==> config.mk <==
export PLATFORM = sky130hd
export DESIGN_NAME = pipe_ctrl_flat
export DESIGN_NICKNAME = d
export VERILOG_FILES = /design/src/rtl/y86_pkg.sv /design/src/rtl/pipe_ctrl_if.sv /design/src/rtl/sat_counter.sv /design/src/rtl/pipe_ctrl.sv /design/src/flat_wrapper.sv
export SDC_FILE = /design/constraint.sdc
export NUM_CORES = 1
export LEC_CHECK = 0
export ABC_CLOCK_PERIOD_IN_PS = 3410
export BUFFER_PORTS_ARGS = -buffer_cell sky130_fd_sc_hd__buf_2
export CAP_MARGIN = 5
export CELL_PAD_IN_SITES_DETAIL_PLACEMENT = 1
export CELL_PAD_IN_SITES_GLOBAL_PLACEMENT = 1
export CORE_MARGIN = 5
export CORE_UTILIZATION = 31
export CTS_CLUSTER_SIZE = 30
export DETAILED_ROUTE_END_ITERATION = 16
export PLACE_DENSITY = 0.65
export SYNTH_ARGS = -nofsm -noshare
export SYNTH_HDL_FRONTEND = slang
export SYNTH_SLANG_ARGS = --single-unit
==> constraint.sdc <==
create_clock -name clk -period 3.41 [get_ports clk]
set_input_delay 0.341 -clock clk [delete_from_list [all_inputs] [get_ports clk]]
set_output_delay 0.341 -clock clk [all_outputs]
set_load 0.01 [all_outputs]
==> src/rtl/y86_pkg.sv <==
// Shared Y86-64 encodings and the pipeline-control FSM state type.
// Latency: n/a (declarations only).
// Backpressure: n/a.
package y86_pkg;

  // Instruction codes the control unit cares about.
  localparam logic [3:0] IMRMOVQ = 4'h5;
  localparam logic [3:0] IOPQ    = 4'h6;
  localparam logic [3:0] IJXX    = 4'h7;
  localparam logic [3:0] IRET    = 4'h9;
  localparam logic [3:0] IPOPQ   = 4'hB;

  // Register id meaning "no register".
  localparam logic [3:0] RNONE   = 4'hF;

  // Pipeline status codes.
  localparam logic [2:0] SAOK    = 3'd1;
  localparam logic [2:0] SHLT    = 3'd2;
  localparam logic [2:0] SADR    = 3'd3;
  localparam logic [2:0] SINS    = 3'd4;

  typedef enum logic [1:0] {
    RUN    = 2'd0,
    DRAIN  = 2'd1,
    HALTED = 2'd2
  } pipe_state_t;

  // True for any status that stops the core (halt, bad address, bad insn).
  function automatic logic is_exc(input logic [2:0] s);
    return (s == SHLT) || (s == SADR) || (s == SINS);
  endfunction

endpackage

==> src/rtl/pipe_ctrl_if.sv <==
// Stage-state inputs and stall/bubble/counter outputs between datapath and pipe_ctrl.
// Latency: wires only.
// Backpressure: none; master = datapath side, slave = pipe_ctrl.
interface pipe_ctrl_if #(
  parameter int CNT_W = 32
);
  // Stage state observed by the control unit
  logic [3:0]       D_icode;
  logic [3:0]       E_icode;
  logic [3:0]       M_icode;
  logic [3:0]       E_dstM;
  logic [3:0]       d_srcA;
  logic [3:0]       d_srcB;
  logic             e_Cnd;
  logic [2:0]       m_stat;
  logic [2:0]       W_stat;
  // Pipeline register controls
  logic             F_stall;
  logic             D_stall;
  logic             D_bubble;
  logic             E_bubble;
  logic             M_bubble;
  logic             W_stall;
  logic             set_cc;
  // Status and performance counters
  logic             halted;
  logic [CNT_W-1:0] cycle_cnt;
  logic [CNT_W-1:0] stall_cnt;
  logic [CNT_W-1:0] mispred_cnt;

  modport master (
    output D_icode, E_icode, M_icode, E_dstM, d_srcA, d_srcB, e_Cnd, m_stat, W_stat,
    input  F_stall, D_stall, D_bubble, E_bubble, M_bubble, W_stall, set_cc,
    input  halted, cycle_cnt, stall_cnt, mispred_cnt
  );

  modport slave (
    input  D_icode, E_icode, M_icode, E_dstM, d_srcA, d_srcB, e_Cnd, m_stat, W_stat,
    output F_stall, D_stall, D_bubble, E_bubble, M_bubble, W_stall, set_cc,
    output halted, cycle_cnt, stall_cnt, mispred_cnt
  );

endinterface

==> src/rtl/sat_counter.sv <==
// Saturating up-counter: sticks at all-ones, never wraps. Ports: clk, reset, inc, count.
// Latency: increment visible one cycle after inc.
// Backpressure: none.
module sat_counter #(
  parameter int W = 32
) (
  input  logic         clk,
  input  logic         reset,
  input  logic         inc,
  output logic [W-1:0] count
);

  always_ff @(posedge clk or posedge reset) begin
    if (reset) begin
      count <= '0;
    end else if (inc && (count != '1)) begin
      count <= count + W'(1);
    end
  end

endmodule

==> src/rtl/pipe_ctrl.sv <==
// Y86-64 pipeline control: stall/bubble per stage, exception drain/halt FSM, perf counters.
// Latency: controls combinational (0 cycles); FSM and counters update on the next clk edge.
// Backpressure: none; F_stall/D_stall hold upstream registers. Ports: clk, reset, bus (slave).
module pipe_ctrl
  import y86_pkg::*;
#(
  parameter int CNT_W = 32
) (
  input  logic        clk,
  input  logic        reset,
  pipe_ctrl_if.slave  bus
);

  pipe_state_t state, state_nxt;

  logic load_use, ret_hz, mispred, exc_m, exc_w;
  logic f_stall, d_stall, d_bubble, e_bubble, m_bubble, w_stall, set_cc;

  // Hazard detection
  assign load_use = ((bus.E_icode == IMRMOVQ) || (bus.E_icode == IPOPQ)) &&
                    (bus.E_dstM != RNONE) &&
                    ((bus.E_dstM == bus.d_srcA) || (bus.E_dstM == bus.d_srcB));
  assign ret_hz   = (bus.D_icode == IRET) || (bus.E_icode == IRET) || (bus.M_icode == IRET);
  assign mispred  = (bus.E_icode == IJXX) && !bus.e_Cnd;
  assign exc_m    = is_exc(bus.m_stat);
  assign exc_w    = is_exc(bus.W_stat);

  always_ff @(posedge clk or posedge reset) begin
    if (reset) begin
      state <= RUN;
    end else begin
      state <= state_nxt;
    end
  end

  always_comb begin
    state_nxt = state;
    f_stall   = 1'b0;
    d_stall   = 1'b0;
    d_bubble  = 1'b0;
    e_bubble  = 1'b0;
    m_bubble  = 1'b0;
    w_stall   = 1'b0;
    set_cc    = 1'b0;

    case (state)
      // exc_w wins over exc_m so a simultaneous pair goes straight to HALTED
      RUN: begin
        if (exc_w) begin
          state_nxt = HALTED;
        end else if (exc_m) begin
          state_nxt = DRAIN;
        end
      end
      DRAIN: begin
        if (exc_w) begin
          state_nxt = HALTED;
        end
      end
      HALTED:  state_nxt = HALTED;
      default: state_nxt = RUN;
    endcase

    if (state == HALTED) begin
      // Freeze everything: hold F/D/W and keep M empty.
      f_stall  = 1'b1;
      d_stall  = 1'b1;
      m_bubble = 1'b1;
      w_stall  = 1'b1;
    end else begin
      f_stall  = load_use | ret_hz;
      d_stall  = load_use;
      // A load-use stall must keep D intact, so it suppresses the ret bubble.
      d_bubble = mispred | (ret_hz & !load_use);
      e_bubble = mispred | load_use;
      m_bubble = exc_m | exc_w;
      w_stall  = exc_w;
      // No CC update once an excepting instruction is ahead of E.
      set_cc   = (bus.E_icode == IOPQ) & !exc_m & !exc_w;
    end
  end

  assign bus.F_stall  = f_stall;
  assign bus.D_stall  = d_stall;
  assign bus.D_bubble = d_bubble;
  assign bus.E_bubble = e_bubble;
  assign bus.M_bubble = m_bubble;
  assign bus.W_stall  = w_stall;
  assign bus.set_cc   = set_cc;
  assign bus.halted   = (state == HALTED);

  sat_counter #(.W(CNT_W)) u_cycle_cnt (
    .clk   (clk),
    .reset (reset),
    .inc   (state != HALTED),
    .count (bus.cycle_cnt)
  );

  sat_counter #(.W(CNT_W)) u_stall_cnt (
    .clk   (clk),
    .reset (reset),
    .inc   ((state == RUN) && f_stall),
    .count (bus.stall_cnt)
  );

  sat_counter #(.W(CNT_W)) u_mispred_cnt (
    .clk   (clk),
    .reset (reset),
    .inc   ((state == RUN) && mispred),
    .count (bus.mispred_cnt)
  );

endmodule

==> src/flat_wrapper.sv <==
// flat-port wrapper written by rule: the top's interface ports become plain ports
module pipe_ctrl_flat import y86_pkg::*;
#(
  parameter int CNT_W = 32
)
  (clk, reset, bus_D_icode, bus_E_icode, bus_M_icode, bus_E_dstM, bus_d_srcA, bus_d_srcB, bus_e_Cnd, bus_m_stat, bus_W_stat, bus_F_stall, bus_D_stall, bus_D_bubble, bus_E_bubble, bus_M_bubble, bus_W_stall, bus_set_cc, bus_halted, bus_cycle_cnt, bus_stall_cnt, bus_mispred_cnt);
  pipe_ctrl_if #(.CNT_W(CNT_W)) bus_i ();
  input  logic clk;
  input  logic reset;
  input wire logic [$bits(bus_i.D_icode)-1:0] bus_D_icode;
  input wire logic [$bits(bus_i.E_icode)-1:0] bus_E_icode;
  input wire logic [$bits(bus_i.M_icode)-1:0] bus_M_icode;
  input wire logic [$bits(bus_i.E_dstM)-1:0] bus_E_dstM;
  input wire logic [$bits(bus_i.d_srcA)-1:0] bus_d_srcA;
  input wire logic [$bits(bus_i.d_srcB)-1:0] bus_d_srcB;
  input wire logic [$bits(bus_i.e_Cnd)-1:0] bus_e_Cnd;
  input wire logic [$bits(bus_i.m_stat)-1:0] bus_m_stat;
  input wire logic [$bits(bus_i.W_stat)-1:0] bus_W_stat;
  output wire logic [$bits(bus_i.F_stall)-1:0] bus_F_stall;
  output wire logic [$bits(bus_i.D_stall)-1:0] bus_D_stall;
  output wire logic [$bits(bus_i.D_bubble)-1:0] bus_D_bubble;
  output wire logic [$bits(bus_i.E_bubble)-1:0] bus_E_bubble;
  output wire logic [$bits(bus_i.M_bubble)-1:0] bus_M_bubble;
  output wire logic [$bits(bus_i.W_stall)-1:0] bus_W_stall;
  output wire logic [$bits(bus_i.set_cc)-1:0] bus_set_cc;
  output wire logic [$bits(bus_i.halted)-1:0] bus_halted;
  output wire logic [$bits(bus_i.cycle_cnt)-1:0] bus_cycle_cnt;
  output wire logic [$bits(bus_i.stall_cnt)-1:0] bus_stall_cnt;
  output wire logic [$bits(bus_i.mispred_cnt)-1:0] bus_mispred_cnt;
  assign bus_i.D_icode = bus_D_icode;
  assign bus_i.E_icode = bus_E_icode;
  assign bus_i.M_icode = bus_M_icode;
  assign bus_i.E_dstM = bus_E_dstM;
  assign bus_i.d_srcA = bus_d_srcA;
  assign bus_i.d_srcB = bus_d_srcB;
  assign bus_i.e_Cnd = bus_e_Cnd;
  assign bus_i.m_stat = bus_m_stat;
  assign bus_i.W_stat = bus_W_stat;
  assign bus_F_stall = bus_i.F_stall;
  assign bus_D_stall = bus_i.D_stall;
  assign bus_D_bubble = bus_i.D_bubble;
  assign bus_E_bubble = bus_i.E_bubble;
  assign bus_M_bubble = bus_i.M_bubble;
  assign bus_W_stall = bus_i.W_stall;
  assign bus_set_cc = bus_i.set_cc;
  assign bus_halted = bus_i.halted;
  assign bus_cycle_cnt = bus_i.cycle_cnt;
  assign bus_stall_cnt = bus_i.stall_cnt;
  assign bus_mispred_cnt = bus_i.mispred_cnt;
  pipe_ctrl #(.CNT_W(CNT_W)) u_core (.clk(clk), .reset(reset), .bus(bus_i));
endmodule
==> results.cfg <==
[logic_synthesis]
syn_nets = 525
synth_top_cell_by_area = dfrtp_1
synth.top_cell.area_share_pct = 48.4
synth.cell_area_um2 = 5070
synth_cells = 485
ys.flop_type = dfrtp_1
yosys_warnings = 0
synthArstFlopShare_pct = 100
ys_seq_elements = 98
synth_edf_count = 0
synth_cell_types = 51
postSynthAreaPerCell_um2 = 10.5
synth_area_leaders = dfrtp_1 (48%), xnor2_1 (11%), xor2_1 (6.0%)
seq_area_frac_synth_pct = 48.4

[setup_path]
cp_slowest_cell = dfrtp_1
worstPathMaxFanout = 28
worst_ep_required_time_ns = 3.07
setup.worst_path.class = reg2out
cp.arrival_ns = 2.10
cpPeakStageDelay_ns = 0.41
path_delay_family = buffers and inverters
cp_num_buf_inv = 3
cp-start-kind = flop
path_cells = inv_1, ha_1, nor2_1, and2_4, inv_2, buf_2
crit_path_end_kind = output pin

[grt]
grt_pass1_vias = 4445
grt_max_degree = 63
antenna_found_initial = 2
grtUsageTotal_pct = 15.3
grt_pass1_wl_um = 23100
overflow = 0

[power]
power.total_w = 0.00325
leakage_nw = 3.17
ir_drop_v = 0.000344
p_per_area_nw_per_um2 = 517

[floorplan]
chipHeight_um = 138
fp.dieW_um = 138
io_pins = 137
initial_core_util_pct = 31.8
dieArea_um2 = 19000
rows = 46
coreArea_um2 = 15900

[run]
maxCapViolations = 0

[layout]
fillCellCount = 1874
area_delta_synth_final_pct = 23.9
fin_nets = 663
antenna_cells = 0
final_layout_size_suffix_gt1_share_pct = 28.2

[cts]
clock_path_buffers = 2
htreeDepth = 3
clockRootBuffer = clkbuf_16
clk_latency_ns = 0.35
cts_resized = 0
hold_buffers = 0
cts_tree = done
postCtsSetupRepairBufs = 0
cts.sinks = 98
cts_made_buffers = 9
clk_pin_slew_worst_paths_ns = 0.07

[routing]
dr_total_vias = 4152
drt_pass1_iterations = 4
initialDrtViolationCount = 163
drc = 0
ant_nets = 0
wl_um = 14100
vias_per_cell = 4.92
wl_per_cell_um = 16.8

[timing]
hold_viol_final = 0
fin_crit_sh_pct = 71.6
finalSetupViolations = 0
maxSlewHeadroom_pct = 46.2
fin_tns_setup_ns = 0
tightest_slew_ns = 0.799
skew_ns = 0.00846
period_needed_ns = 2.44
rsz0062_at_grt = false
finalMaxSlewViolations = 0
fmax_ghz = 0.409

[place]
gp_congestion = 0.806
dpl.hpwl_um = 10900
io_buffers = 136

[worst_hold_path]
hold_class = in2async

[status]
status = complete, no violations
[area by class of cell]
| class | count | area [um^2] | share of cell area (%) |
|---|---|---|---|
| clock buffer | 14 | 254 | 4.04 |
| clock inverter | 2 | 60.1 | 0.956 |
| inverter | 17 | 66.3 | 1.06 |
| multi-input combinational | 358 | 2470 | 39.4 |
| sequential | 98 | 2450 | 39.0 |
| tap | 216 | 270 | 4.30 |
| timing repair buffer | 139 | 703 | 11.2 |
[flip-flops by register name, indices dropped and copies added (netlist names)]
name,cells
u_core.u_cycle_cnt.count,32
u_core.u_stall_cnt.count,32
u_core.state,2
u_core.u_mispred_cnt.count,32
[cells in the final DEF (no fill, tap or decap), drive strengths merged, types with 3 or more instances in the layout]
master,n
nand2,44
nor2,37
o21a,4
nor4,6
mux2,5
xor2,35
buf,139
nand3b,3
or3,3
nand4,40
inv,17
and4,8
nor3,13
and3,25
dfrtp,98
ha,7
a31oi,3
a21oi,4
clkbuf,14
xnor2,63
and2,8
nand3,29
[synth_stat cells (4+ instances only)]
cell / count
xor2_1: 35
mux2_2: 5
inv_1: 16
a21oi_1: 4
dfrtp_1: 98
and3_1: 24
nand3_1: 29
and2_1: 6
and4_1: 8
nor2_1: 36
nand2_1: 44
xnor2_1: 61
o21a_1: 4
clkbuf_1: 6
ha_1: 7
nand4_1: 38
nor3_1: 12
[final timing paths]
check                                             startpoint                      endpoint  slack (ns)  cells past startpoint
worst max register to register               u_core.state[0]  u_core.u_cycle_cnt.count[31]        1.04                      7
worst min register to register  u_core.u_cycle_cnt.count[29]  u_core.u_cycle_cnt.count[29]        0.48                      1
worst max-delay path                         u_core.state[0]                   bus_F_stall        0.97                      6
max in group asynchronous                              reset  u_core.u_stall_cnt.count[13]        2.46                      3
worst min-delay path                                   reset  u_core.u_cycle_cnt.count[21]        0.13                      2
min in group clk                               bus_W_stat[2]               u_core.state[0]        0.40                      3
[logic make-up (layout without fill, tap and decap cells)]
group	count (synthesis)	count (layout)	synth area share, %
AO/OA/AOI/OAI	19	19	2.62
XOR/XNOR	98	98	17.2
multiplexers	6	6	1.31
adder cells (fa/ha/maj)	7	7	1.73
buffers and inverters	29	172	2.84
flip-flops	98	98	48.4
AND/OR/NAND/NOR	228	228	25.9
[power breakdown]
| group | internal [W] | switching (W) | leakage, nW |
|---|---|---|---|
| registers | 0.00127 | 0.000140 | 1.32 |
| logic | 0.000289 | 0.000454 | 1.69 |
| clock network | 0.000665 | 0.000434 | 0.151 |
[stage by stage]
| stage | setup slack (ns) | util (%) | cells | instance area, um^2 | hold slack (ns) |
|---|---|---|---|---|---|
| after detailed placement | 0.983 | 37.4 | 828 | 5970 | 0.478 |
| after global placement | 1.03 | 37.4 | 828 | 5970 | 0.470 |
| after global routing | 0.847 | 39.4 | 844 | 6280 | 0.238 |
| after floorplan | 0.507 | - | 485 | 5070 | 0.515 |
| after CTS | 0.943 | 39.4 | 844 | 6280 | 0.183 |
| final | 0.967 | 39.4 | 844 | 6280 | 0.134 |
[per-layer routing]
metal  part of all wire (%)  GRT usage [%]  wire length (um)  vias to the layer above
met1                     44           18.9              6170                     2068
met3                    5.4           4.03               763                       29
met5                   0.19              0                27                        -
met2                     48           25.3              6840                       91
li1                       -              -                 -                     1960
met4                    2.4           6.31               338                        4
Note: power is estimated with default switching activity, not from simulation.
